===== src/rtl/ecbot_cam_pkg.sv =====
// Shared types and default geometry for the camera capture path.
package ecbot_cam_pkg;

    typedef enum logic [2:0] {
        ST_IDLE,
        ST_ARM,
        ST_WAIT_FRAME,
        ST_CAPTURE,
        ST_DONE
    } cap_state_e;

    localparam int H_ACTIVE_DEF = 254;   // pixels kept per line (even, <= 256)
    localparam int V_ACTIVE_DEF = 96;    // lines kept per frame (<= 128)
    localparam int AW_DEF       = 14;    // buffer word-address width
    localparam int PIX_W        = 8;
    localparam int WORD_W       = 16;

endpackage


===== src/rtl/buf_arbiter.sv =====
// Single-port buffer arbiter: camera writes win, CPU gets the next free cycle.
module buf_arbiter #(
    parameter int AW = 14,
    parameter int DW = 16
) (
    input  logic          clk,
    input  logic          reset,
    input  logic          cam_wr_i,
    input  logic [AW-1:0] cam_addr_i,
    input  logic [DW-1:0] cam_wdata_i,
    input  logic          cpu_req_i,
    input  logic          cpu_we_i,
    input  logic [AW-1:0] cpu_addr_i,
    input  logic [DW-1:0] cpu_wdata_i,
    output logic          cpu_ack_o,
    output logic [DW-1:0] cpu_rdata_o,
    output logic          mem_en_o,
    output logic          mem_we_o,
    output logic [AW-1:0] mem_addr_o,
    output logic [DW-1:0] mem_wdata_o,
    input  logic [DW-1:0] mem_rdata_i
);
    // run_q keeps the port quiet in the first cycle out of reset;
    // rd_pend_q marks the cycle in which read data returns from the RAM.
    logic run_q, rd_pend_q, rd_pend_d, cpu_gnt;

    // Camera pixels arrive at most every other cycle, so a blocked CPU
    // request always finds a free slot one cycle later.
    assign cpu_gnt   = run_q & cpu_req_i & ~cam_wr_i & ~rd_pend_q;
    assign rd_pend_d = cpu_gnt & ~cpu_we_i;

    // Track reset release and the outstanding read
    always_ff @(posedge clk or negedge reset) begin
        if (!reset) begin
            run_q     <= 1'b0;
            rd_pend_q <= 1'b0;
        end else begin
            run_q     <= 1'b1;
            rd_pend_q <= rd_pend_d;
        end
    end

    // Memory-port mux and CPU handshake
    always_comb begin
        mem_en_o    = cam_wr_i | cpu_gnt;
        mem_we_o    = cam_wr_i | (cpu_gnt & cpu_we_i);
        mem_addr_o  = '0;
        mem_wdata_o = '0;
        if (cam_wr_i) begin
            mem_addr_o  = cam_addr_i;
            mem_wdata_o = cam_wdata_i;
        end else if (cpu_gnt) begin
            mem_addr_o  = cpu_addr_i;
            mem_wdata_o = cpu_wdata_i;
        end
        cpu_ack_o   = (cpu_gnt & cpu_we_i) | rd_pend_q;
        cpu_rdata_o = rd_pend_q ? mem_rdata_i : '0;
    end

endmodule


===== src/rtl/capture_seq.sv =====
// Frame capture sequencer: waits for a trigger, stores one frame of
// pixel pairs into the line buffer and shares the buffer with the CPU.
module capture_seq
    import ecbot_cam_pkg::*;
#(
    parameter int H_ACTIVE = H_ACTIVE_DEF,
    parameter int V_ACTIVE = V_ACTIVE_DEF,
    parameter int AW       = AW_DEF
) (
    input  logic              clk,
    input  logic              reset,
    input  logic              capture_trigger,
    input  logic              cvsync,
    input  logic              chsync,
    input  logic              pix_valid,
    input  logic [PIX_W-1:0]  ycbcr,
    input  logic              cpu_req,
    input  logic              cpu_we,
    input  logic [AW-1:0]     cpu_addr,
    input  logic [WORD_W-1:0] cpu_wdata,
    output logic              cpu_ack,
    output logic [WORD_W-1:0] cpu_rdata,
    output logic              mem_en,
    output logic              mem_we,
    output logic [AW-1:0]     mem_addr,
    output logic [WORD_W-1:0] mem_wdata,
    input  logic [WORD_W-1:0] mem_rdata,
    output logic              capture_done,
    output logic              busy,
    output logic              frame_short
);
    localparam logic [8:0] H_LIM = 9'(H_ACTIVE);
    localparam logic [7:0] V_LIM = 8'(V_ACTIVE);

    cap_state_e        state_q, state_d;
    logic              arm_ok_q, trig_q, cvs_q, chs_q;
    logic [8:0]        col_q, col_d;
    logic [7:0]        line_q, line_d;
    logic [PIX_W-1:0]  even_q, even_d;
    logic              wr_q, wr_d;
    logic [AW-1:0]     waddr_q, waddr_d, pix_addr;
    logic [WORD_W-1:0] wdata_q, wdata_d;
    logic              done_q, done_d, short_q, short_d;
    logic              trig_rise, cvs_rise, cvs_fall, line_end, last_line;

    // arm_ok_q suppresses a trigger that is already high when reset lifts.
    assign trig_rise = capture_trigger & ~trig_q & arm_ok_q;
    assign cvs_rise  = cvsync & ~cvs_q;
    assign cvs_fall  = ~cvsync & cvs_q;
    assign line_end  = ~chsync & chs_q & (col_q != 9'd0);
    assign last_line = (line_q + 8'd1) == V_LIM;
    assign pix_addr  = AW'(32'(line_q) * 32'(H_ACTIVE / 2) + 32'(col_q[8:1]));

    // State, counters, edge history and the registered camera write
    always_ff @(posedge clk or negedge reset) begin
        if (!reset) begin
            state_q  <= ST_IDLE;
            arm_ok_q <= 1'b0;
            trig_q   <= 1'b0;
            cvs_q    <= 1'b0;
            chs_q    <= 1'b0;
            col_q    <= '0;
            line_q   <= '0;
            even_q   <= '0;
            wr_q     <= 1'b0;
            waddr_q  <= '0;
            wdata_q  <= '0;
            done_q   <= 1'b0;
            short_q  <= 1'b0;
        end else begin
            state_q  <= state_d;
            arm_ok_q <= 1'b1;
            trig_q   <= capture_trigger;
            cvs_q    <= cvsync;
            chs_q    <= chsync;
            col_q    <= col_d;
            line_q   <= line_d;
            even_q   <= even_d;
            wr_q     <= wr_d;
            waddr_q  <= waddr_d;
            wdata_q  <= wdata_d;
            done_q   <= done_d;
            short_q  <= short_d;
        end
    end

    // Next-state, pixel packing and line/frame bookkeeping
    always_comb begin
        state_d = state_q;
        col_d   = col_q;
        line_d  = line_q;
        even_d  = even_q;
        wr_d    = 1'b0;
        waddr_d = waddr_q;
        wdata_d = wdata_q;
        done_d  = done_q;
        short_d = short_q;
        case (state_q)
            ST_IDLE, ST_DONE: begin
                if (trig_rise) begin
                    state_d = ST_ARM;
                    done_d  = 1'b0;
                    short_d = 1'b0;
                end
            end
            ST_ARM: begin
                if (!cvsync) state_d = ST_WAIT_FRAME;
            end
            ST_WAIT_FRAME: begin
                if (cvs_rise) begin
                    state_d = ST_CAPTURE;
                    col_d   = '0;
                    line_d  = '0;
                end
            end
            ST_CAPTURE: begin
                // Columns past H_ACTIVE are neither counted nor stored.
                if (pix_valid && chsync && col_q < H_LIM) begin
                    col_d = col_q + 9'd1;
                    if (!col_q[0]) begin
                        even_d = ycbcr;
                    end else begin
                        wr_d    = 1'b1;
                        waddr_d = pix_addr;
                        wdata_d = {ycbcr, even_q};
                    end
                end
                // A dangling even pixel is simply forgotten at line end.
                if (line_end) begin
                    line_d = line_q + 8'd1;
                    col_d  = '0;
                end
                if (line_end && last_line) begin
                    state_d = ST_DONE;
                    done_d  = 1'b1;
                end else if (cvs_fall) begin
                    state_d = ST_DONE;
                    done_d  = 1'b1;
                    short_d = 1'b1;
                end
            end
            default: state_d = ST_IDLE;
        endcase
    end

    assign busy         = (state_q == ST_ARM) || (state_q == ST_WAIT_FRAME) ||
                          (state_q == ST_CAPTURE);
    assign capture_done = done_q;
    assign frame_short  = short_q;

    buf_arbiter #(.AW(AW), .DW(WORD_W)) u_arb (
        .clk         (clk),
        .reset       (reset),
        .cam_wr_i    (wr_q),
        .cam_addr_i  (waddr_q),
        .cam_wdata_i (wdata_q),
        .cpu_req_i   (cpu_req),
        .cpu_we_i    (cpu_we),
        .cpu_addr_i  (cpu_addr),
        .cpu_wdata_i (cpu_wdata),
        .cpu_ack_o   (cpu_ack),
        .cpu_rdata_o (cpu_rdata),
        .mem_en_o    (mem_en),
        .mem_we_o    (mem_we),
        .mem_addr_o  (mem_addr),
        .mem_wdata_o (mem_wdata),
        .mem_rdata_i (mem_rdata)
    );

endmodule

===== config.mk =====
export PLATFORM = sky130hd
export DESIGN_NAME = capture_seq
export DESIGN_NICKNAME = d
export VERILOG_FILES = /design/src/rtl/ecbot_cam_pkg.sv /design/src/rtl/buf_arbiter.sv /design/src/rtl/capture_seq.sv
export SDC_FILE = /design/constraint.sdc
export NUM_CORES = 1
export LEC_CHECK = 0
export CORE_MARGIN = 4
export CORE_UTILIZATION = 25
export DETAILED_ROUTE_END_ITERATION = 16
export DONT_BUFFER_PORTS = 1
export GPL_TIMING_DRIVEN = 0
export HOLD_SLACK_MARGIN = 0.05
export PLACE_DENSITY = 0.36
export SYNTH_ARGS = -nofsm -noshare
export SYNTH_HDL_FRONTEND = slang
export SYNTH_HIERARCHICAL = 1
export SYNTH_SLANG_ARGS = --single-unit
export TNS_END_PERCENT = 10

===== constraint.sdc =====
create_clock -name clk -period 4.8 [get_ports clk]
set_input_delay 0.48 -clock clk [delete_from_list [all_inputs] [get_ports clk]]
set_output_delay 0.48 -clock clk [all_outputs]
set_load 0.05 [all_outputs]

==> results of run 1 <==
## layout by cell type (no fill, tap or decap), types with 4 or more instances in the layout
cell type  netlist  final
clkbuf_1         7      8
nor2b_1          5      5
o21ai_1         21     24
buf_4            4      4
and2_1          17     17
o21ai_0         14     11
nand2_1        112    112
a21oi_1         14     14
nand3_1          8      8
buf_2            6      6
ha_1            42     42
xor2_1           9      9
xnor2_1         11     11
fa_1            29     29
and3_1           5      5
inv_1           61     61
a21o_1           5      5
dfrtp_1         67     67
mux2_2           9      9
clkbuf_16        0      9
nand4_1          5      5
nand2b_1        33     33
nor2_1          20     20
o21ai_2         24     24
## worst max-delay path: cells and delay by family, from the launching register on
family          cells  cell delay [ns]
fa+ha+maj           5             2.26
flops               1             0.61
compound gates      6             1.03
buf+inv             4             0.39
## logic make-up after synthesis
logic type,count (synthesis),share of synthesized area
XOR/XNOR,20,0.0332
other,2,0.00142
adder cells (fa/ha/maj),71,0.210
multiplexers,11,0.0233
flip-flops,67,0.318
buffers and inverters,84,0.0683
AND/OR/NAND/NOR,221,0.206
AO/OA/AOI/OAI,104,0.140
## final cells by class
class,count,share of cell area
Multi-Input combinational cell,429,0.543
Clock inverter,6,0.0147
Inverter,64,0.0403
Timing Repair Buffer,2,0.00629
Tap cell,270,0.0566
Sequential cell,67,0.281
Buffer,20,0.0201
Clock buffer,10,0.0384
## power breakdown
part           switching, W  internal [W]  leakage (nW)
Combinational      0.000519      0.000339          1.87
Sequential         0.000155      0.000710         0.900
Clock              0.000258      0.000456         0.157
Total              0.000932       0.00150          2.93
## what timing repair did
action	in CTS	in global routing
gates resized for setup	0	0
endpoints found under the hold margin	67	0
hold buffers	2	0
## metal layers
layer,vias up,GRT usage,share of wire
met5,-,0,0
met4,0,0.0352,0.014
met3,13,0.0305,0.060
met2,114,0.193,0.47
met1,1770,0.142,0.45
li1,1934,-,-
## through the flow
stage | cell area (sq um) | instances
6_report | 5970 | 868
5_1_grt | 5970 | 868
4_1_cts | 5970 | 868
3_5_place_dp | 5610 | 850
3_3_place_gp | 5610 | 850
2_1_floorplan | 5270 | 580
## worst max path at each step
stage	from	endpoint	slack, ns
finish	line_q[5]	waddr_q[10]	0.42
global route	line_q[5]	waddr_q[10]	0.21
CTS	line_q[5]	waddr_q[10]	0.40
detailed placement	line_q[5]	waddr_q[10]	0.42
global placement	line_q[5]	waddr_q[10]	0.45
floorplan	line_q[5]	waddr_q[10]	0.88
## registers in the layout, indices dropped and copies added, names as in the netlist
signal,count
col_q,9
state_q,3
u_arb/rd_pend_q,1
trig_q,1
waddr_q,14
line_q,8
wdata_q,16
cvs_q,1
u_arb/run_q,1
even_q,8
arm_ok_q,1
capture_done,1
chs_q,1
frame_short,1
wr_q,1
==> results.py, run 1 <==
metrics = {
    "timing": {
        "max_freq_ghz": 0.228,
        "final.min_clock_period_ns": 4.38,
        "slew_headroom": 0.355,
        "skew_ns": 0.00924,
        "holdWs_ns": 0.168,
        "rsz0062_at_grt": "no",
        "setup_viol": 0,
        "fin_crit_sh": 0.913,
        "hold_violations": 0,
        "tightest_slew_ns": 0.961,
        "final.setup.tns_ns": 0,
        "setup_ws_ns": 0.420,
        "drv_slew": 0,
    },
    "power_and_ir_drop": {
        "design_power_total_w": 0.00244,
        "leakage_nw": 2.93,
        "vdd_drop_max_uv": 196,
        "p_per_area_mw_per_mm2": 408,
    },
    "yosys": {
        "synth_most_common_cell": "nand2_1",
        "ys_ff_latch": 67,
        "syn_avg_cell_area_sq_um": 9.09,
        "yosysTopAreaCell": "dfrtp_1",
        "yosysTopAreaCellShare": 0.318,
        "synth_edf_count": 0,
        "synthCells": 580,
        "yosys-top-cells-area": "dfrtp_1 (32%), fa_1 (11%), ha_1 (10%)",
        "syn-num-nets": 713,
        "yosysUniqueCellTypes": 62,
        "synth_area_sq_mm": 0.00527,
        "yosys_warnings": 6,
        "async_flop_share": 1.00,
        "yosys_most_used_dff": "dfrtp_1",
        "ys_top_cells_by_count": "nand2_1 (112), dfrtp_1 (67), inv_1 (61)",
        "ys_seq_area_frac": 0.318,
    },
    "route": {
        "drtAntennaViolNets": 0,
        "wl_per_cell_um": 14.8,
        "via_per_inst": 4.41,
        "routed_wl_um": 12900,
        "dr.pass1.iters": 4,
        "drtIter0Drc": 141,
        "vias": 3831,
        "drc": 0,
    },
    "setup_path": {
        "timing.rr.end": "waddr_q[10]",
        "r2r_cells": 15,
        "rr_startpoint": "line_q[5]",
        "max_stage_delay_ns": 0.61,
        "cp_max_fo": 9,
        "critPathKind": "flop to flop",
        "cp_cell_sequence": "inv_1 -> fa_1 -> inv_1 -> ha_1 -> fa_1 -> inv_1 -> fa_1 -> inv_1 -> ha_1 -> o21a_1 -> o31a_1 -> o21ai_1 -> a21oi_1 -> o21a_1 -> o31ai_1",
        "cp_common_cell": "inv_1",
        "worst_setup_path_start_kind": "flop",
        "critPathSlowestCell": "dfrtp_1",
        "timing.reg2reg.setup_slack_ns": 0.42,
        "cp_data_required_time_ns": 5.04,
        "cp_data_arrival_time_ns": 4.62,
        "crit_path_end_kind": "flop",
    },
    "outcome": {
        "status": "finished, final reports clean",
    },
    "floorplan": {
        "fp.dieW_um": 153,
        "start_util": 0.257,
        "fp.dieArea_sq_mm": 0.0235,
        "fp.dieH_um": 153,
        "num_rows": 52,
        "io_pins": 114,
        "core_area_sq_mm": 0.0205,
    },
    "clocking": {
        "postCtsSetupRepairBufs": 0,
        "clockBufferDepth": 2,
        "cts_root_buf": "clkbuf_16",
        "htreeDepth": 3,
        "clk_pin_slew_worst_paths_ns": 0.05,
        "cts_tree": "done",
        "clock_latency_ns": 0.34,
        "cts_inserted_buffers": 9,
        "clkSinkCount": 67,
    },
    "placement": {
        "hpwlAfterDp_um": 10200,
        "place_congestion": 0.754,
        "place_ws_ns": 0.418,
        "portBuffers": 0,
    },
    "final_layout": {
        "register_area_sq_mm": 0.00168,
        "diodes": 0,
        "final_core_util": 0.291,
        "nets": 726,
        "areaGrowthSynthToFinish_pct": 13.1,
        "drive_above_1_share": 0.124,
        "fillers": 2203,
        "multi_input_area_sq_mm": 0.00324,
    },
    "global_route": {
        "grt_pass1_wl_um": 21700,
        "grt_max_degree": 68,
        "grt_usage": 0.114,
        "gr-total-overflow": 0,
        "grt_pass1_vias": 4065,
        "antenna_found_initial": 0,
    },
    "worst_hold_path": {
        "holdCritStartpoint": "cvsync",
        "whs_endpoint": "cvs_q",
        "hold_class": "input pin to flop",
        "whs_path_depth": 0,
    },
    "flow_run": {
        "drv_cap": 0,
    },
}
Note: power is estimated with default switching activity, not from simulation.
==> run 2, diff against run 1 <==
==> constraint.sdc (replaced) <==
create_clock -name clk -period 4.8 [get_ports clk]
set_input_delay 0.24 -clock clk [delete_from_list [all_inputs] [get_ports clk]]
set_output_delay 0.24 -clock clk [all_outputs]
set_load 0.05 [all_outputs]
==> run 2 against run 1 <==
Design area rose by 2.0%; via count rose by 1.5%; sequential share of layout area fell by 0.55 points; global-route usage barely moved; register-to-register slack barely moved; flip-flop and latch count did not move; hold slack improved by 0.018 ns; largest power group is now combinational cells; highest routed layer unchanged.
==> results.py, run 2 (synthesis results as in run 1) <==
metrics = {
    "outcome": {
        "status": "finished, final reports clean",
    },
    "timing": {
        "holdWs_ns": 0.186,
        "setup_viol": 0,
        "final.setup.tns_ns": 0,
        "hold_violations": 0,
        "final.min_clock_period_ns": 4.38,
        "rsz0062_at_grt": "no",
        "slew_headroom": 0.352,
        "tightest_slew_ns": 0.965,
        "max_freq_ghz": 0.228,
        "drv_slew": 0,
        "skew_ns": 0.00859,
        "fin_crit_sh": 0.913,
    },
    "final_layout": {
        "fillers": 2200,
        "diodes": 0,
        "final_common_cell": "nand2_1",
        "nets": 738,
        "areaGrowthSynthToFinish_pct": 15.4,
        "regMostFlops": "wdata_q",
        "register_area_sq_mm": 0.00168,
        "layout_common_cells": "nand2_1 (112), dfrtp_1 (67), inv_1 (61)",
        "largest_register_ffs": 16,
        "drive_above_1_share": 0.121,
        "multi_input_area_sq_mm": 0.00324,
        "top_regs": "wdata_q (16), waddr_q (14), col_q (9)",
        "finish.instance_area_sq_mm": 0.00609,
    },
    "floorplan": {
        "fp.dieArea_sq_mm": 0.0235,
        "io_pins": 114,
        "fp.dieH_um": 153,
        "num_rows": 52,
        "fp.dieW_um": 153,
        "start_util": 0.257,
        "core_area_sq_mm": 0.0205,
    },
    "placement": {
        "dpl_cell_area_sq_mm": 0.00561,
        "portBuffers": 0,
        "hpwlAfterDp_um": 10200,
        "place_congestion": 0.754,
    },
    "route": {
        "dr.pass1.iters": 4,
        "drc": 0,
        "routed_wl_um": 13000,
        "via_per_inst": 4.42,
        "drtIter0Drc": 125,
        "drtAntennaViolNets": 0,
        "wl_per_cell_um": 14.7,
        "vias": 3887,
    },
    "power_and_ir_drop": {
        "clockPowerShare": 0.293,
        "leakage_nw": 2.98,
        "internal_power_w": 0.00151,
        "vdd_drop_max_uv": 196,
        "p_sw_w": 0.000938,
        "comb_power_share": 0.354,
        "swShare": 0.383,
        "sequentialPowerShare": 0.353,
        "p_per_area_mw_per_mm2": 402,
    },
    "global_route": {
        "grt_max_degree": 68,
        "antenna_found_initial": 0,
        "grt_usage": 0.114,
        "gr-total-overflow": 0,
        "grt_pass1_vias": 4137,
        "grt_pass1_wl_um": 21800,
    },
    "clocking": {
        "cts_tree": "done",
        "ctsHoldBuffers": 14,
        "cts_root_buf": "clkbuf_16",
        "clk_pin_slew_worst_paths_ns": 0.05,
        "cts_inserted_buffers": 9,
        "clkSinkCount": 67,
        "clockBufferDepth": 2,
        "postCtsSetupRepairBufs": 0,
        "htreeDepth": 3,
        "cts_resized": 0,
        "clock_latency_ns": 0.34,
    },
    "setup_path": {
        "cp_data_arrival_time_ns": 4.62,
        "cp_data_required_time_ns": 5.04,
        "timing.reg2reg.setup_slack_ns": 0.42,
        "critPathKind": "flop to flop",
        "worst_setup_path_start_kind": "flop",
        "cp_max_fo": 9,
        "rr_startpoint": "line_q[5]",
        "crit_start": "line_q[5]",
        "crit_path_end_kind": "flop",
    },
    "worst_hold_path": {
        "holdCritStartpoint": "cvsync",
        "hold_class": "input pin to flop",
    },
    "flow_run": {
        "drv_cap": 0,
    },
}
[run 2: cell types whose count changed in the layout (fill, tap and decap cells not counted), sizes merged]
cell,delta
dlygate4sd3,+12
[run 2: cell type report]
class / count / area share
buffer: 20 / 0.0197
clock buffer: 10 / 0.0376
clock inverter: 6 / 0.0144
inverter: 64 / 0.0395
multi-input combinational: 429 / 0.532
sequential: 67 / 0.275
tap: 270 / 0.0555
timing repair buffer: 14 / 0.0259
[run 2: power groups by stage]
| stage | Sequential [W] | Clock (W) | Combinational (W) |
|---|---|---|---|
| final | 0.000864 | 0.000718 | 0.000867 |
| after global routing | 0.000891 | 0.000765 | 0.00102 |
| after CTS | 0.000868 | 0.000744 | 0.000894 |
| after detailed placement | 0.000879 | 0 | 0.000854 |
| after global placement | 0.000874 | 0 | 0.000858 |
| after floorplan | 0.000839 | 0 | 0.000711 |
[run 2: worst paths after layout]
check | end | cells after the start
max | waddr_q[10] | 15
max reg2reg | waddr_q[10] | 15
min in group asynchronous | even_q[4] | 2
min reg2reg | wdata_q[7] | 2
max in group asynchronous | line_q[4] | 2
min | state_q[1] | 3
[run 2: metal layers]
layer | GRT usage | wire length [um] | vias to the layer above
met2 | 0.195 | 6150 | 113
met5 | 0 | 0 | -
met1 | 0.143 | 5900 | 1801
met3 | 0.0294 | 720 | 13
li1 | - | - | 1960
met4 | 0.0352 | 180 | 0
[run 2: worst max-delay path, cell delays in order (launching register included)]
cell	delay [ns]
dfrtp_1	0.61
inv_1	0.21
fa_1	0.52
inv_1	0.09
ha_1	0.33
fa_1	0.54
inv_1	0.05
fa_1	0.53
inv_1	0.04
ha_1	0.34
o21a_1	0.13
o31a_1	0.12
o21ai_1	0.25
a21oi_1	0.13
o21a_1	0.19
o31ai_1	0.21
[run 2: stage by stage]
step	power [W]	util	std cells	setup slack (ns)
2_1_floorplan	0.00155	-	580	0.881
6_report	0.00245	0.297	880	0.420
3_3_place_gp	0.00173	0.274	850	0.450
5_1_grt	0.00268	0.297	880	0.209
4_1_cts	0.00251	0.297	880	0.395
3_5_place_dp	0.00173	0.274	850	0.418
